[config.mk]
export PLATFORM = sky130hd
export DESIGN_NAME = ifetch_queue
export DESIGN_NICKNAME = d
export VERILOG_FILES = /design/src/rtl/ifetch_pkg.sv /design/src/rtl/ifetch_queue_fifo.sv /design/src/rtl/ifetch_queue.sv
export SDC_FILE = /design/constraint.sdc
export NUM_CORES = 1
export LEC_CHECK = 0
export CAP_MARGIN = 20
export CORE_UTILIZATION = 49
export DETAILED_ROUTE_END_ITERATION = 10
export GPL_TIMING_DRIVEN = 0
export PLACE_DENSITY = 0.88
export SLEW_MARGIN = 15
export SYNTH_ARGS = -nofsm -noshare
export SYNTH_HDL_FRONTEND = slang
export SYNTH_SLANG_ARGS = --single-unit
[constraint.sdc]
create_clock -name clk -period 3 [get_ports clk]
set_input_delay 0.3 -clock clk [delete_from_list [all_inputs] [get_ports clk]]
set_output_delay 0.3 -clock clk [all_outputs]
set_load 0.005 [all_outputs]
[src/rtl/ifetch_pkg.sv]
// ifetch_pkg: fetch entry type and PC arithmetic constants shared by the fetch stage
package ifetch_pkg;
   typedef struct packed {
      logic [31:0] pc;
      logic [31:0] instr;
   } fetch_entry_t;
   localparam logic [31:0] PC_STEP = 32'd4;
   localparam logic [31:0] PC_READ_OFFSET = 32'd8;
   localparam logic [31:0] ALIGN_MASK = 32'hFFFF_FFFC;
endpackage

[src/rtl/ifetch_queue_fifo.sv]
// fetch_fifo: sync FIFO of fetch entries (clk, reset, push, pop, flush, din in; head, count out)
module fetch_fifo
   import ifetch_pkg::*;
#(
   parameter int DEPTH = 4
) (
   input  logic                       clk,
   input  logic                       reset,
   input  logic                       push,
   input  logic                       pop,
   input  logic                       flush,
   input  fetch_entry_t               din,
   output fetch_entry_t               head,
   output logic [$clog2(DEPTH+1)-1:0] count
);
   localparam int AW = $clog2(DEPTH);
   localparam int CW = $clog2(DEPTH+1);
   fetch_entry_t mem [DEPTH];
   logic [AW-1:0] wr_ptr, rd_ptr;
   assign head = mem[rd_ptr];
   always_ff @(posedge clk) begin
      if (reset || flush) begin
         wr_ptr <= '0;
         rd_ptr <= '0;
         count  <= '0;
      end else begin
         if (push) wr_ptr <= wr_ptr + AW'(1);
         if (pop) rd_ptr <= rd_ptr + AW'(1);
         count <= count + CW'(push) - CW'(pop);
      end
   end
   always_ff @(posedge clk) begin
      if (push) mem[wr_ptr] <= din;
   end
endmodule

[src/rtl/ifetch_queue.sv]
// ifetch_queue: owns fetch PC, drives imem_addr, queues {pc,instr} from imem_rd to decode over out_valid/out_ready; redirect flushes
module ifetch_queue
   import ifetch_pkg::*;
#(
   parameter int          DEPTH    = 4,
   parameter logic [31:0] RESET_PC = 32'h0000_0000
) (
   input  logic                       clk,
   input  logic                       reset,
   output logic [31:0]                imem_addr,
   input  logic [31:0]                imem_rd,
   input  logic                       redirect_valid,
   input  logic [31:0]                redirect_pc,
   output logic                       out_valid,
   input  logic                       out_ready,
   output logic [31:0]                out_instr,
   output logic [31:0]                out_pc,
   output logic [31:0]                out_pc_plus8,
   output logic [$clog2(DEPTH+1)-1:0] count
);
   localparam int CW = $clog2(DEPTH+1);
   logic [31:0] fetch_pc;
   logic push, pop;
   fetch_entry_t head;
   assign imem_addr = fetch_pc;
   assign out_valid = count != '0;
   assign pop = out_valid & out_ready;
   assign push = ~redirect_valid & ((count < CW'(DEPTH)) | pop);
   assign out_pc = out_valid ? head.pc : 32'd0;
   assign out_instr = out_valid ? head.instr : 32'd0;
   assign out_pc_plus8 = out_pc + PC_READ_OFFSET;
   always_ff @(posedge clk) begin
      if (reset) fetch_pc <= RESET_PC & ALIGN_MASK;
      else if (redirect_valid) fetch_pc <= redirect_pc & ALIGN_MASK;
      else if (push) fetch_pc <= fetch_pc + PC_STEP;
   end
   fetch_fifo #(.DEPTH(DEPTH)) u_fifo (
      .clk   (clk),
      .reset (reset),
      .push  (push),
      .pop   (pop),
      .flush (redirect_valid),
      .din   ('{pc: fetch_pc, instr: imem_rd}),
      .head  (head),
      .count (count)
   );
endmodule

==> impl_results.md <==
- Status: finished, violations left
- Violated checks: negative setup slack
- Min-Delay Path Class: input port to flip-flop
- Worst setup SP type: flip-flop
- M3 GR Usage: 0.03157
- Compound-Gate Fraction of Synth Area: 0.02377
- Largest net degree at the start of global routing: 43
- WL final: 33,130 um
- Global routing's busiest layer: met2
- Post-Synth Adder-Cell Area: 0.009351
- Synth cell count leaders: edfxtp_1 (248), and2_1 (62), mux4_2 (56), nor2_1 (50), nand2_1 (49)
- # rows: 58
- IO Pins: 200
- Max Fclk: 0.3085 GHz
- Final hold violations: 0
- PD cells: 580.0 mW/mm2
- Starting Density: 0.5043
- Post-Synth XOR/XNOR Area: 0.03818
- CP Class: flip-flop to output port
- Number of remaining DRC errors: 0
- Register cell area after layout: 0.008238 mm2
- Clk root buf: clkbuf_16
- Syn Area/Cell: 15.26 um2
- Worst-Skew Late Latency: 0.54 ns
- Critical Path Fanout Max: 8
- Placed cell area: 0.01530 mm2
- CP Capture Type: output port
- RSZ-0062 raised after global routing: yes
- DP Wirelength: 20,840 um
- M2 GR Usage: 0.4189
- Max_cap viols: 0
- Grt total ovfl: 0
- Post-synth top flop: edfxtp_1
- Yosys reg bits: 287
- Worst Max-Slew Pin Slew: 0.7273 ns
- WP data required: 2.70 ns
- Leakage: 6.592 nW
- Relative slew slack: 0.5151
- CTS Buffer Depth: 3
- Post-Place Worst Slack: -1.706 ns
- Combinational family with the most area after synthesis: simple AND/OR/NAND/NOR gates
- Final min period: 3.242 ns
- First-pass GRT wire length: 48,580 um
- Max IR drop VDD: 0.4602 mV
- Worst setup margin: -0.2418 ns
- Clock transition at path regs: 0.06 ns
- GRT Total Usage: 0.2436
- Fill cell count: 1,667
- Vias per cell: 5.732
- Ant diodes: 0
- Setup TNS: -4.505 ns
- Chip height: 163.9 um
- Most common cell in the netlist: edfxtp_1
- Synth Instances: 842
- Number of synthesized flops with an enable pin: 248
- IO Port Bufs: 190
- Fin crit share: 1.081
- Vias in the first global route: 8,708
- Yosys top cell area share: 0.5798
- Num CTS Buffers: 28
- Post-synthesis mux area share: 0.1224
- Share of cells above drive strength 1: 0.2927
- Drt wl/cell: 22.06 um
- Die width: 163.9 um
- Synth Warn #: 0
- Cell taking the most area after synthesis: edfxtp_1
- Post-route ant nets: 0
- Max Slew Vio Count: 0
- Ys async rst share: 0
- Skew final: 0.009009 ns
- H-tree depth: 1
- Top cells by area, synth: edfxtp_1 (58%), mux4_2 (9.8%), dfxtp_1 (6.1%)
- Final nets: 1,228
- TritonCTS clock tree: yes
- Iter 0 DRT Violations: 657
- Cts hold-fix bufs: 0
- Vias: 8,609
- Simple-gate share of the synthesized area: 0.1307
- Endpoints failing setup: 36
- Finished Cell Area: 0.01746 mm2
- Die Footprint: 0.02686 mm2
- Part of the Yosys area used for sequential elements: 0.6406
- GR Util met1: 0.3126
- Clock tree sinks: 287
- TritonRoute pass-1 iters: 6
- WP data arrival: 2.94 ns
- Area Growth Syn to Fin: 35.94%
- Mapped Area: 0.01284 mm2
- Final RePlAce weighted congestion: 0.8616
- Core area: 0.02547 mm2
- Initial antenna violation count: 0
- Post-synthesis cell type count: 66
- Area of the multi-input gates: 0.004532 mm2
layout make-up:
| type | instances | area share |
|---|---|---|
| clock inverter | 16 | 0.01204 |
| buffer | 53 | 0.03052 |
| inverter | 26 | 0.005732 |
| multi-input combinational | 480 | 0.2595 |
| timing repair buffer | 275 | 0.1528 |
| tap | 330 | 0.02365 |
| sequential | 287 | 0.4718 |
| clock buffer | 35 | 0.04400 |
worst paths after layout:
kind / from / endpoint / slack, ns / cells past startpoint
setup / recovery: flip-flop / out_pc_plus8[18] / -0.24 / 12
hold / removal: redirect_pc[18] / imem_addr[18] / 0.32 / 3
setup reg to reg: u_fifo.count[2] / u_fifo.count[2] / 0.41 / 13
hold reg to reg: u_fifo.rd_ptr[0] / u_fifo.rd_ptr[0] / 0.55 / 2
per-layer routing:
| layer | vias to the layer above | routed length [um] | share of wire |
|---|---|---|---|
| met5 | - | 0 | 0 |
| met4 | 0 | 981 | 0.030 |
| met3 | 69 | 2660 | 0.080 |
| met2 | 449 | 16870 | 0.51 |
| met1 | 4301 | 12620 | 0.38 |
| li1 | 3790 | - | - |
cells in the final DEF, fill, tap and decap left out, types with 15 or more instances in the layout:
cell type / n
edfxtp_1: 248
clkdlybuf4s50_1: 114
buf_4: 70
mux4_2: 61
nor2_1: 46
nand2_1: 40
dlygate4sd2_1: 39
dfxtp_1: 35
and2_1: 34
clkbuf_16: 31
xor2_1: 30
and2_4: 28
inv_1: 22
nand3_1: 22
clkbuf_1: 21
buf_2: 21
xnor2_1: 19
buf_6: 17
a21oi_1: 15
nand4_1: 15
worst max-delay path, cell delays in order (launching register included):
cell and delay (ns):
dfxtp_2 0.31, buf_6 0.14, mux4_2 0.40, nand4_1 0.18, buf_4 0.19, nor4_4 0.17, buf_4 0.18, nand3_4 0.12
buf_4 0.17, buf_6 0.11, nor2_4 0.10, xor2_2 0.19, buf_2 0.15
repair_timing:
| item | CTS | global route |
|---|---|---|
| cloned | 4 | 0 |
| pin swaps | 28 | 18 |
| gates resized for setup | 268 | 47 |
| setup buffers | 63 | 14 |
| endpoints found under the setup margin | 90 | 72 |
registers in the layout (all words and copies together) (netlist names), named ones only:
register / flops
u_fifo.count: 3
u_fifo.wr_ptr: 2
imem_addr: 30
u_fifo.mem: 248
u_fifo.rd_ptr: 2
power breakdown:
part           total (mW)  internal, mW  leakage, nW  switching [mW]
logic                1.78         0.966         3.49           0.812
clock network        3.70          2.24        0.476            1.46
registers            4.65          4.52         2.63           0.124
total                10.1          7.73         6.59            2.40
cell families after synthesis:
kind of cell,Yosys count
AOI/OAI and AO/OA,49
muxes,74
adders and majority gates,9
xor gates and xnor gates,56
other,1
buffers and inverters,80
DFF,287
and+or+nand+nor,286
stage by stage:
step                      hold WS (ns)  power (mW)  cells    util
after floorplan                 0.3989       5.399    847       -
after global placement          0.5079       6.238   1367  0.5959
after detailed placement        0.5484       6.284   1371  0.6006
after CTS                       0.3053       10.09   1489  0.6774
after global routing            0.3220       10.45   1502  0.6855
final                           0.3188       10.13   1502  0.6855
Power figures use the tool's default switching activity.
